$ cat src/rtl/stream_scoreboard.sv
// stream_scoreboard
//   Self-checking scoreboard for multi-lane (unfolded) stream outputs.
//   Expected beats are queued in a FIFO; each DUT output beat pops the head
//   and is compared lane by lane. Tracks match/error/unexpected counts,
//   first-failure capture and a stall timeout.
//
// Ports:
//   CLK, RST         clock (rising edge), asynchronous active-high reset
//   START            one-cycle pulse: (re)start a check, clears everything
//   EXP_VIN/DIN/LAST expected beat input; EXP_READY = FIFO can accept
//   DUT_VIN/DIN      DUT output beat (no backpressure)
//   ERR_CNT, MATCH_CNT, UNEXP_CNT     saturating lane/beat statistics
//   FIRST_ERR_BEAT/LANE/EXP/GOT       capture of the first mismatching beat
//   TIMED_OUT, DONE, PASS             completion status (held until START/RST)
module stream_scoreboard #(
    parameter  int WIDTH   = 11,
    parameter  int LANES   = 3,
    parameter  int DEPTH   = 16,
    parameter  int CNT_W   = 16,
    parameter  int TIMEOUT = 1024,
    localparam int LANE_W  = (LANES > 1) ? $clog2(LANES) : 1
) (
    input  logic                    CLK,
    input  logic                    RST,
    input  logic                    START,
    input  logic                    EXP_VIN,
    input  logic [LANES*WIDTH-1:0]  EXP_DIN,
    input  logic                    EXP_LAST,
    output logic                    EXP_READY,
    input  logic                    DUT_VIN,
    input  logic [LANES*WIDTH-1:0]  DUT_DIN,
    output logic [CNT_W-1:0]        ERR_CNT,
    output logic [CNT_W-1:0]        MATCH_CNT,
    output logic [CNT_W-1:0]        UNEXP_CNT,
    output logic [CNT_W-1:0]        FIRST_ERR_BEAT,
    output logic [LANE_W-1:0]       FIRST_ERR_LANE,
    output logic [WIDTH-1:0]        FIRST_ERR_EXP,
    output logic [WIDTH-1:0]        FIRST_ERR_GOT,
    output logic                    TIMED_OUT,
    output logic                    DONE,
    output logic                    PASS
);

    localparam int AW = $clog2(DEPTH);
    localparam int TW = $clog2(TIMEOUT + 1);
    localparam logic [32:0] CNT_MAX = (33'd1 << CNT_W) - 33'd1;

    typedef enum logic [1:0] {S_IDLE, S_RUN, S_DRAIN, S_DONE} state_t;
    state_t state;

    logic [LANES*WIDTH-1:0] mem [DEPTH];
    logic [AW-1:0]          wr_ptr, rd_ptr;
    logic [AW:0]            count, count_nx;
    logic [TW-1:0]          tcnt;
    logic [CNT_W-1:0]       beat_idx;

    logic active, empty, full, push, pop, unexp, tick, tmo;
    logic [LANES*WIDTH-1:0] head;
    logic [WIDTH-1:0]       e_lane, g_lane, low_exp, low_got;
    logic [LANE_W-1:0]      low_lane;
    logic                   found;
    logic [31:0]            n_mis, n_match;
    logic [CNT_W-1:0]       err_nx, unexp_nx;

    function automatic logic [CNT_W-1:0] sat_add(input logic [CNT_W-1:0] a,
                                                 input logic [31:0] b);
        logic [32:0] s;
        s = 33'(a) + 33'(b);
        if (s > CNT_MAX) sat_add = '1;
        else             sat_add = s[CNT_W-1:0];
    endfunction

    assign active    = (state == S_RUN) || (state == S_DRAIN);
    assign empty     = (count == '0);
    assign full      = (count == (AW+1)'(DEPTH));
    assign EXP_READY = (state == S_RUN) && !full;
    assign push      = EXP_VIN && EXP_READY;
    assign pop       = DUT_VIN && active && !empty;
    assign unexp     = DUT_VIN && active && empty;
    assign tick      = active && !empty && !DUT_VIN;
    assign tmo       = tick && (tcnt == TW'(TIMEOUT - 1));
    assign count_nx  = count + (AW+1)'(push) - (AW+1)'(pop);

    // Lane-wise compare of the FIFO head; the first mismatch found while
    // scanning upward is the lowest lane index.
    always_comb begin
        head     = mem[rd_ptr];
        e_lane   = '0;
        g_lane   = '0;
        n_mis    = '0;
        found    = 1'b0;
        low_lane = '0;
        low_exp  = '0;
        low_got  = '0;
        for (int unsigned k = 0; k < LANES; k++) begin
            e_lane = head[k*WIDTH +: WIDTH];
            g_lane = DUT_DIN[k*WIDTH +: WIDTH];
            if (e_lane != g_lane) begin
                n_mis = n_mis + 32'd1;
                if (!found) begin
                    found    = 1'b1;
                    low_lane = LANE_W'(k);
                    low_exp  = e_lane;
                    low_got  = g_lane;
                end
            end
        end
        n_match  = 32'(LANES) - n_mis;
        err_nx   = pop   ? sat_add(ERR_CNT, n_mis)     : ERR_CNT;
        unexp_nx = unexp ? sat_add(UNEXP_CNT, 32'd1)   : UNEXP_CNT;
    end

    // FIFO storage carries no reset; validity is tracked by count.
    always_ff @(posedge CLK) begin
        if (push) mem[wr_ptr] <= EXP_DIN;
    end

    always_ff @(posedge CLK or posedge RST) begin
        if (RST) begin
            state          <= S_IDLE;
            wr_ptr         <= '0;
            rd_ptr         <= '0;
            count          <= '0;
            tcnt           <= '0;
            beat_idx       <= '0;
            ERR_CNT        <= '0;
            MATCH_CNT      <= '0;
            UNEXP_CNT      <= '0;
            FIRST_ERR_BEAT <= '0;
            FIRST_ERR_LANE <= '0;
            FIRST_ERR_EXP  <= '0;
            FIRST_ERR_GOT  <= '0;
            TIMED_OUT      <= 1'b0;
            DONE           <= 1'b0;
            PASS           <= 1'b0;
        end else if (START) begin
            state          <= S_RUN;
            wr_ptr         <= '0;
            rd_ptr         <= '0;
            count          <= '0;
            tcnt           <= '0;
            beat_idx       <= '0;
            ERR_CNT        <= '0;
            MATCH_CNT      <= '0;
            UNEXP_CNT      <= '0;
            FIRST_ERR_BEAT <= '0;
            FIRST_ERR_LANE <= '0;
            FIRST_ERR_EXP  <= '0;
            FIRST_ERR_GOT  <= '0;
            TIMED_OUT      <= 1'b0;
            DONE           <= 1'b0;
            PASS           <= 1'b0;
        end else if (active) begin
            if (push) wr_ptr <= wr_ptr + AW'(1);
            if (pop)  rd_ptr <= rd_ptr + AW'(1);
            count     <= count_nx;
            tcnt      <= tick ? tcnt + TW'(1) : '0;
            ERR_CNT   <= err_nx;
            UNEXP_CNT <= unexp_nx;
            if (pop) begin
                MATCH_CNT <= sat_add(MATCH_CNT, n_match);
                beat_idx  <= sat_add(beat_idx, 32'd1);
                // ERR_CNT saturates and never returns to zero, so zero
                // means no mismatch has been captured since START.
                if (n_mis != '0 && ERR_CNT == '0) begin
                    FIRST_ERR_BEAT <= beat_idx;
                    FIRST_ERR_LANE <= low_lane;
                    FIRST_ERR_EXP  <= low_exp;
                    FIRST_ERR_GOT  <= low_got;
                end
            end
            if (tmo) begin
                TIMED_OUT <= 1'b1;
                DONE      <= 1'b1;
                PASS      <= 1'b0;
                state     <= S_DONE;
            end else if (state == S_RUN && push && EXP_LAST) begin
                state <= S_DRAIN;
            end else if (state == S_DRAIN && count_nx == '0) begin
                DONE  <= 1'b1;
                PASS  <= (err_nx == '0) && (unexp_nx == '0);
                state <= S_DONE;
            end
        end
    end

endmodule
$ cat config.mk
export PLATFORM = sky130hd
export DESIGN_NAME = stream_scoreboard
export DESIGN_NICKNAME = d
export VERILOG_FILES = /design/src/rtl/stream_scoreboard.sv
export SDC_FILE = /design/constraint.sdc
export NUM_CORES = 1
export LEC_CHECK = 0
export BUFFER_PORTS_ARGS = -buffer_cell sky130_fd_sc_hd__buf_2
export CAP_MARGIN = 20
export CORE_UTILIZATION = 45
export DETAILED_ROUTE_END_ITERATION = 7
export GPL_TIMING_DRIVEN = 0
export PLACE_DENSITY = 0.59
export SETUP_SLACK_MARGIN = 0.2
export SLEW_MARGIN = 20
export SYNTH_ARGS = -nofsm -noshare
export SYNTH_HDL_FRONTEND = slang
export SYNTH_SLANG_ARGS = --single-unit
$ cat constraint.sdc
create_clock -name CLK -period 9.7 [get_ports CLK]
set_input_delay 1.94 -clock CLK [delete_from_list [all_inputs] [get_ports CLK]]
set_output_delay 1.94 -clock CLK [all_outputs]
set_load 0.01 [all_outputs]
==> impl_metrics.yaml <==
synth:
  ys_ff_latch: 661
  synth_top_cell_by_area: "edfxtp_1"
  synth_most_common_cell: "edfxtp_1"
  async_flop_share_pct: 20.1
  synthDistinctLibCells: 76
  synth_top_flop_cell: "edfxtp_1"
  syn_nets: 2123
  yosysSeqAreaShare_pct: 65.1
  syn-cell-area_sq_mm: 0.0295
  synthCells: 2010
  synth_commonest_cells: "edfxtp_1, mux2i_1, dfrtp_1"
  synth.top_cell.area_share_pct: 53.8
  synth_area_per_cell_sq_um: 14.7
  synth_edf_count: 528
  ys_top_cells_by_area: "edfxtp_1, dfrtp_1, mux4_2, mux2i_1, ha_1"
  yosysWarnings: 0
worst_setup_path:
  crit_type: "reg -> reg"
  max_stage_delay_ns: 0.55
  endpoint_kind: "flop"
  critPathLaunchType: "flop"
  cpMaxStageDelayCell: "a211oi_1"
  crit_required_ns: 10.16
  crit_path_max_fanout: 11
  worst_ep_arrival_time_ns: 9.42
sta:
  rsz0062_at_grt: "no"
  fin_crit_ns: 8.96
  worst_slew_pin_slew_ns: 1.02
  hold_viol_final: 0
  layout_setup_ws_ns: 0.740
  drv_slew: 0
  finalCritPeriodShare_pct: 92.4
  clock_skew_ns: 0.0203
  setup_viol_count_final: 0
  clock.fmax_mhz: 112
  slew_headroom_pct: 30.0
global_routing:
  grt_pass1_wl_microns: 128000
  grt_pass1_vias: 18800
  grt_use_total_pct: 26.3
  antenna_found_initial: 9
  overflow: 0
  grt_max_degree: 91
placed_design:
  hpwl_microns: 61700
  port_buffers: 162
  placed_cell_area_sq_mm: 0.0323
  dpl_worst_slack_ns: -0.415
  finalWeightedCongestion: 0.942
clocking:
  cts_root_buf: "clkbuf_16"
  cts_max_path_buffers: 3
  htree_levels: 3
  cts_inserted_buffers: 73
  cts_sinks: 661
  path_clk_slew_ns: 0.06
  clkLatencyLatePin_ns: 0.63
  cts_tree: "done"
detailed_routing:
  vias: 19400
  via_per_inst: 6.04
  wirelength_microns: 87000
  drtPass1Iterations: 5
  dr.first_iter.drc_count: 2218
  wl_per_cell_microns: 27.1
  drcViolationCount: 0
  ant_nets: 0
cells_and_area:
  nets: 2410
  finalInstanceArea_sq_mm: 0.0347
  area_growth_pct: 17.9
  drive_gt1_share_pct: 21.2
power:
  power.density_mw_per_mm2: 225
  p_leak_nw: 12.4
  finalPower_w: 0.00781
  vdd_drop_max_uv: 166
status:
  status: "finished clean"
floorplan:
  initial_core_util_pct: 45.6
  fp.dieH_microns: 258
  core_sq_mm: 0.0646
  ios: 164
  num_rows: 93
  die_area_sq_mm: 0.0665
  die_w_microns: 258
min_path:
  hold_class: "reg -> reg"
job:
  drv_cap: 0
routing by layer:
layer,up-vias,global-route usage (%),routed length [microns]
li1,8445,-,-
met1,9949,39.0,38900
met2,823,40.4,40100
met3,128,4.22,6270
met4,8,6.80,1670
met5,-,0,47
placed cells by master (no fill, tap or decap), drive strengths merged, types with 51 or more instances in the layout:
cell    synthesis  final
edfxtp        528    528
buf            52    263
clkbuf         62    151
mux2i         149    149
dfrtp         133    133
nor2          126    126
nand2          99     99
mux4           74     74
o21ai          65     65
a21oi          64     64
inv            51     54
a22oi          51     51
sequential cells by signal, summed over array words and instances, names as in the netlist, 5 cells and up:
register        flops
beat_idx           16
UNEXP_CNT          16
FIRST_ERR_BEAT     16
MATCH_CNT          16
FIRST_ERR_EXP      11
mem               528
FIRST_ERR_GOT      11
tcnt               11
count               5
ERR_CNT            16
worst max-delay path, delay by kind of cell (launching register included):
family | cells | cell delay, ns
AOI/OAI and AO/OA | 12 | 3.23
xor gates and xnor gates | 1 | 0.19
adders and majority gates | 3 | 0.97
buffers and inverters | 10 | 2.85
DFF | 1 | 0.33
muxes | 1 | 0.14
and+or+nand+nor | 6 | 1.03
layout make-up:
type	count	area (sq um)
diodes	1	2.50
repair buffers	212	1680
multi-input cells	1182	9660
inverters	53	206
clock inverters	38	472
fillers	5314	29800
plain buffers	114	561
clock buffers	88	1890
flip-flops and latches	661	19200
well taps	855	1070
through the flow:
stage,cells,TNS (ns),util (%),hold WS [ns]
floorplan,2010,0,-,0.451
global route,3204,0,53.8,0.532
CTS,3203,0,53.7,0.506
detailed placement,3077,-4.96,50.1,0.483
global placement,3027,-5.18,48.5,0.469
finish,3204,0,53.8,0.499
power by group:
| part | switching, W | internal [W] |
|---|---|---|
| sequential | 0.000128 | 0.00321 |
| clock | 0.00115 | 0.00162 |
| combinational | 0.00109 | 0.000623 |
| total | 0.00236 | 0.00545 |
cells by family after synthesis:
family,share of synthesized area [%]
compound gates,9.00
xor+xnor,2.50
fa+ha+maj,1.82
buf+inv,2.56
flops,65.1
mux,11.6
simple gates,7.44
repair_timing:
item	in CTS	in global routing
endpoints found under the hold margin	0	0
gates resized for setup	3	8
pin swaps	0	0
setup endpoints to repair	16	16
hold buffers	0	0
cloned	0	0
setup buffers	0	0
worst paths after layout:
check / startpoint / end / slack (ns) / cells after the start
setup / recovery: rd_ptr[3] / MATCH_CNT[10] / 0.74 / 33
hold / removal: DONE / DONE / 0.50 / 1
max in group asynchronous: RST / FIRST_ERR_GOT[5] / 7.59 / 3
min in group asynchronous: RST / FIRST_ERR_BEAT[10] / 1.30 / 2
hold reg to reg: DONE / DONE / 0.50 / 1
setup reg to reg: rd_ptr[3] / MATCH_CNT[10] / 0.74 / 33
Note: power is estimated with default switching activity, not from simulation.
